==> src/rtl/uart_tx_arbiter_if.sv <==
// Producer-side and uart_tx-side handshake bundle for uart_tx_arbiter.
// The slave modport is the arbiter; the master modport is its environment.
interface uart_tx_arbiter_if #(
    parameter int NUM_REQ = 4
);
    logic [NUM_REQ-1:0]   req;
    logic [NUM_REQ*8-1:0] req_data;
    logic [NUM_REQ-1:0]   req_ack;
    logic [NUM_REQ-1:0]   req_done;
    logic [7:0]           tx_din;
    logic                 tx_start;
    logic                 tx_done;

    modport master (
        output req,
        output req_data,
        output tx_done,
        input  req_ack,
        input  req_done,
        input  tx_din,
        input  tx_start
    );

    modport slave (
        input  req,
        input  req_data,
        input  tx_done,
        output req_ack,
        output req_done,
        output tx_din,
        output tx_start
    );
endinterface

==> src/rtl/uart_tx_arbiter.sv <==
// Round-robin arbiter sharing one uart_tx among NUM_REQ byte producers,
// with a watchdog that abandons a grant when uart_tx never reports done.
module uart_tx_arbiter #(
    parameter int NUM_REQ          = 4,
    parameter int NUM_CLKS_PER_BIT = 16,
    parameter int TIMEOUT_CLKS     = NUM_CLKS_PER_BIT * 12
) (
    input  logic                       clk,
    input  logic                       rstn,
    uart_tx_arbiter_if.slave           bus,
    output logic                       busy,
    output logic [$clog2(NUM_REQ)-1:0] grant_id,
    output logic                       timeout_err
);

    localparam int GW = $clog2(NUM_REQ);
    localparam int CW = $clog2(TIMEOUT_CLKS);

    typedef enum logic [1:0] {
        ST_IDLE,
        ST_LAUNCH,
        ST_WAIT
    } state_t;

    state_t             state_q, state_d;
    logic [CW-1:0]      cnt_q, cnt_d;
    logic [GW-1:0]      last_q, last_d;
    logic [GW-1:0]      grant_q, grant_d;
    logic [NUM_REQ-1:0] ack_q, ack_d;
    logic [NUM_REQ-1:0] done_q, done_d;
    logic [7:0]         din_q, din_d;
    logic               start_q, start_d;
    logic               busy_q, busy_d;
    logic               tout_q, tout_d;
    logic [GW-1:0]      win;

    // Scan downward so the nearest requester after last_q is written last.
    always_comb begin
        win = last_q;
        for (int i = NUM_REQ; i >= 1; i--) begin
            if (bus.req[GW'((int'(last_q) + i) % NUM_REQ)]) begin
                win = GW'((int'(last_q) + i) % NUM_REQ);
            end
        end
    end

    always_comb begin
        state_d = state_q;
        cnt_d   = cnt_q;
        last_d  = last_q;
        grant_d = grant_q;
        din_d   = din_q;
        busy_d  = busy_q;
        ack_d   = '0;
        done_d  = '0;
        start_d = 1'b0;
        tout_d  = 1'b0;
        unique case (state_q)
            ST_IDLE: begin
                if (|bus.req) begin
                    state_d      = ST_LAUNCH;
                    grant_d      = win;
                    last_d       = win;
                    din_d        = bus.req_data[{win, 3'b000} +: 8];
                    ack_d[win]   = 1'b1;
                    start_d      = 1'b1;
                    busy_d       = 1'b1;
                end
            end
            ST_LAUNCH: begin
                state_d = ST_WAIT;
                cnt_d   = '0;
            end
            ST_WAIT: begin
                if (bus.tx_done) begin
                    done_d[grant_q] = 1'b1;
                    busy_d          = 1'b0;
                    state_d         = ST_IDLE;
                end else if (cnt_q == CW'(TIMEOUT_CLKS - 1)) begin
                    tout_d  = 1'b1;
                    busy_d  = 1'b0;
                    state_d = ST_IDLE;
                end else begin
                    cnt_d = cnt_q + CW'(1);
                end
            end
            default: begin
                state_d = ST_IDLE;
                busy_d  = 1'b0;
            end
        endcase
    end

    always_ff @(posedge clk) begin
        if (!rstn) begin
            state_q <= ST_IDLE;
            cnt_q   <= '0;
            last_q  <= GW'(NUM_REQ - 1);
            grant_q <= '0;
            ack_q   <= '0;
            done_q  <= '0;
            din_q   <= '0;
            start_q <= 1'b0;
            busy_q  <= 1'b0;
            tout_q  <= 1'b0;
        end else begin
            state_q <= state_d;
            cnt_q   <= cnt_d;
            last_q  <= last_d;
            grant_q <= grant_d;
            ack_q   <= ack_d;
            done_q  <= done_d;
            din_q   <= din_d;
            start_q <= start_d;
            busy_q  <= busy_d;
            tout_q  <= tout_d;
        end
    end

    assign bus.req_ack  = ack_q;
    assign bus.req_done = done_q;
    assign bus.tx_din   = din_q;
    assign bus.tx_start = start_q;
    assign busy         = busy_q;
    assign grant_id     = grant_q;
    assign timeout_err  = tout_q;

endmodule

==> src/flat_wrapper.sv <==
// flat-port wrapper written by rule: the top's interface ports become plain ports
module uart_tx_arbiter_flat 
#(
    parameter int NUM_REQ          = 4,
    parameter int NUM_CLKS_PER_BIT = 16,
    parameter int TIMEOUT_CLKS     = NUM_CLKS_PER_BIT * 12
)
  (clk, rstn, busy, grant_id, timeout_err, bus_req, bus_req_data, bus_tx_done, bus_req_ack, bus_req_done, bus_tx_din, bus_tx_start);
  uart_tx_arbiter_if #(.NUM_REQ(NUM_REQ)) bus_i ();
  input  logic clk;
  input  logic rstn;
  output logic busy;
  output logic [$clog2(NUM_REQ)-1:0] grant_id;
  output logic timeout_err;
  input wire logic [$bits(bus_i.req)-1:0] bus_req;
  input wire logic [$bits(bus_i.req_data)-1:0] bus_req_data;
  input wire logic [$bits(bus_i.tx_done)-1:0] bus_tx_done;
  output wire logic [$bits(bus_i.req_ack)-1:0] bus_req_ack;
  output wire logic [$bits(bus_i.req_done)-1:0] bus_req_done;
  output wire logic [$bits(bus_i.tx_din)-1:0] bus_tx_din;
  output wire logic [$bits(bus_i.tx_start)-1:0] bus_tx_start;
  assign bus_i.req = bus_req;
  assign bus_i.req_data = bus_req_data;
  assign bus_i.tx_done = bus_tx_done;
  assign bus_req_ack = bus_i.req_ack;
  assign bus_req_done = bus_i.req_done;
  assign bus_tx_din = bus_i.tx_din;
  assign bus_tx_start = bus_i.tx_start;
  uart_tx_arbiter #(.NUM_REQ(NUM_REQ), .NUM_CLKS_PER_BIT(NUM_CLKS_PER_BIT), .TIMEOUT_CLKS(TIMEOUT_CLKS)) u_core (.clk(clk), .rstn(rstn), .bus(bus_i), .busy(busy), .grant_id(grant_id), .timeout_err(timeout_err));
endmodule
==> config.mk <==
export PLATFORM = sky130hd
export DESIGN_NAME = uart_tx_arbiter_flat
export DESIGN_NICKNAME = d
export VERILOG_FILES = /design/src/rtl/uart_tx_arbiter_if.sv /design/src/rtl/uart_tx_arbiter.sv /design/src/flat_wrapper.sv
export SDC_FILE = /design/constraint.sdc
export NUM_CORES = 1
export LEC_CHECK = 0
export ABC_AREA = 1
export BUFFER_PORTS_ARGS = -buffer_cell sky130_fd_sc_hd__buf_2
export CAP_MARGIN = 20
export CORE_UTILIZATION = 49
export DETAILED_ROUTE_END_ITERATION = 7
export GPL_ROUTABILITY_DRIVEN = 0
export HOLD_SLACK_MARGIN = 0.08
export PLACE_DENSITY = 0.88
export SKIP_CTS_REPAIR_TIMING = 1
export SLEW_MARGIN = 20
export SYNTH_ARGS = -nofsm -noshare
export SYNTH_HDL_FRONTEND = slang
export SYNTH_SLANG_ARGS = --single-unit
==> constraint.sdc <==
create_clock -name clk -period 1.8 [get_ports clk]
set_clock_uncertainty 0.05 [all_clocks]
set_input_delay 0.18 -clock clk [delete_from_list [all_inputs] [get_ports clk]]
set_output_delay 0.18 -clock clk [all_outputs]
set_load 0.01 [all_outputs]
==> run metrics <==
outcome=finished, final reports clean; met1 global-route usage=26.5%; DRC errors left=0; VDD IR max=0.000729 V; Switch Pwr=1.42 mW; hold crit path type=in2reg; first-pass GRT wire length=6.13 mm; Area growth syn-to-layout=33.5%; Cell Rows=20; hold_ws=0.131 ns; Worst setup SP type=register; Reg2Reg Depth=11; worst setup path class=reg2reg; Synthesis Warnings=0; first-pass iteration count of the detailed router=4; CP most frequent cell=nand2_2; Final HPWL DP=2.75 mm; capture point of the worst reg-to-reg path=u_core.bus.req_ack[3]$_SDFF_PN0_; Final Hold Violating Endpoints=0; Post-Syn Nets=276; reg2reg setup slack=0.03 ns; vias=1837; layout cell share with drive strength beyond 1=35.1%; Worst EP arrival=1.95 ns; initial antenna violation count=0; Crit path max-delay family=simple AND/OR/NAND/NOR gates; Max Cap Viol=0; GR Overflow Total=0; setup TNS=0 ns; # clock sinks=33; largest net degree at the start of global routing=20; Req. time, crit path=1.98 ns; Setup crit end kind=register; crit path cell chain=inv_6 -> nand2_1 -> nand2_2 -> nand2_1 -> nand2_1 -> nand2_2 -> nand2_4 -> nand2_2 -> nand2_2 -> buf_4 -> nor3_1; Slew HR=72.3%; Max Clock Freq=564 MHz; Hold Startpoint=bus_req_data[3]; hold path depth=5; CTS Buf Count=5; Final WS setup=0.0282 ns; Crit path largest cell delay=0.41 ns; sequential fraction of the synthesis area=40.4%; Power Density=1440 mW/mm^2; share of total power in sequential cells=30.3%; die area=0.00357 mm^2; CTS tree=yes; die height=59.8 um; vias in the first global route=1503; setup violators final=0; combinational power share=56.6%; met3 track demand over resource=7.58%; Critical-path top delay cell=dfxtp_4; total power=3.14 mW; Cells after Synth=236; Avg Synthesized Cell Area=6.93 um^2; I/O Pins=60; port buffer count=59; pre-CTS WS=-0.0727 ns; antenna viol nets, final=0; Starting Density=52.7%; ant diodes=0; total track usage=23.1%; clock power share=13.2%; Leak=1.07 nW; WL final=4.21 mm; Worst-Skew Late Latency=0.33 ns; grt met2 use=39.4%; Avg WL per Cell=12.0 um; core area=0.00310 mm^2; minimum clock period=1.77 ns; grt peak-use layer=met2; Via density=5.22; Slew Limit Fails=0; register clock-pin slew on the reported worst setup and hold paths=0.09 ns; clk root buf=clkbuf_4; Detailed Route Iter0 Violations=105; Seq cells post-synth=33; internal power=1.72 mW; Hold Path End=u_core.bus.tx_din[3]$_SDFFE_PN0P_; Distinct cells, synth=24; Max Buffers Root-to-Sink=2; Post-Syn Area=0.00164 mm^2; crit path max fanout=10; sw frac=45.1%; crit path buf inv count=2; R2R Path Start=u_core.last_q[0]$_SDFFE_PN1P_; Slew @ Worst Pin=0.414 ns; Final Cycle Share=98.4%; die span in x=59.8 um; H-tree levels=2; nets=348
## routing by layer
metal | wire length (um) | share of wire [%]
met1 | 1690 | 40
met4 | 51 | 1.2
met5 | 0 | 0
met2 | 2140 | 51
met3 | 319 | 7.6
## flip-flops by register name, summed over array words and instances, names as in the netlist
signal,cells
u_core.grant_id,2
u_core.bus.req_ack,4
u_core.timeout_err,1
u_core.last_q,2
u_core.state_q,2
u_core.cnt_q,8
u_core.bus.tx_start,1
u_core.bus.tx_din,8
u_core.busy,1
u_core.bus.req_done,4
## placed cells by master (no fill, tap or decap), types with 3 or more instances in the layout
master and n:
inv_1 14, buf_2 60, nand2_2 10, nand2_4 6
a21oi_1 9, nand2_1 41, dfxtp_1 30, nor3_1 8
buf_4 8, nand3_2 3, inv_2 3, o21ai_0 10
clkbuf_4 5, nand3_1 49, nor2_1 28
## cell families (layout without fill, tap and decap cells)
kind of cell	Yosys count	count (layout)	share of synthesized area (%)
AO/OA/AOI/OAI	24	24	8.72
XOR/XNOR	2	2	1.07
adder cells (fa/ha/maj)	1	1	0.764
buffers and inverters	26	96	8.10
flip-flops	33	33	40.4
AND/OR/NAND/NOR	150	152	41.0
## cells in the mapped netlist, drive strengths merged
cell / number / area, um^2
o21ai: 10 / 50.1
o211ai: 2 / 15.0
a21oi: 11 / 70.1
ha: 1 / 12.5
nand3b: 1 / 7.51
o21a: 1 / 7.51
nor3: 10 / 50.1
clkbuf: 3 / 11.3
xor2: 2 / 17.5
buf: 5 / 48.8
dfxtp: 33 / 661
nor2: 29 / 111
nor3b: 1 / 7.51
nand2: 55 / 221
nor4: 2 / 12.5
inv: 18 / 72.6
nand3: 52 / 260
## power by group through the flow
stage / Clock [mW] / Combinational, mW / Sequential [mW]
after floorplan: 0 / 1.08 / 0.986
after global placement: 0 / 1.37 / 0.956
after detailed placement: 0 / 1.39 / 0.956
after CTS: 0.423 / 1.40 / 0.941
after global routing: 0.455 / 1.94 / 0.965
final: 0.414 / 1.78 / 0.950
## layout make-up
cell class	count	area, um^2
Sequential cell	33	667
Timing Repair Buffer	71	402
Inverter	18	72.6
Clock buffer	7	55.1
Tap cell	44	55.1
Multi-Input combinational cell	179	933
Fill cell	285	918
## tightest hold or removal path: cells and delay by family
kind                   cells  cell delay (ns)
buffers and inverters      1             0.07
and+or+nand+nor            4             0.23
## stage by stage
stage / util (%) / cells / instance area, um^2
6_report: 70.4 / 352 / 2180
5_1_grt: 70.4 / 352 / 2180
4_1_cts: 65.5 / 343 / 2030
3_5_place_dp: 63.7 / 336 / 1980
3_3_place_gp: 63.7 / 336 / 1980
2_1_floorplan: - / 236 / 1640
## worst max-delay path by stage
stage / from / to / slack, ns / cells past startpoint
after floorplan: u_core.last_q[0]$_SDFFE_PN1P_ / u_core.bus.tx_din[0]$_SDFFE_PN0P_ / 0.20 / 13
after global placement: u_core.last_q[0]$_SDFFE_PN1P_ / u_core.bus.tx_din[6]$_SDFFE_PN0P_ / 0.005 / 13
after detailed placement: u_core.last_q[0]$_SDFFE_PN1P_ / u_core.bus.tx_din[6]$_SDFFE_PN0P_ / -0.07 / 11
after CTS: u_core.last_q[0]$_SDFFE_PN1P_ / u_core.bus.tx_din[6]$_SDFFE_PN0P_ / -0.11 / 11
after global routing: u_core.last_q[0]$_SDFFE_PN1P_ / u_core.bus.req_ack[3]$_SDFF_PN0_ / -0.07 / 11
final: u_core.last_q[0]$_SDFFE_PN1P_ / u_core.bus.req_ack[3]$_SDFF_PN0_ / 0.03 / 11
Power figures use the tool's default switching activity.
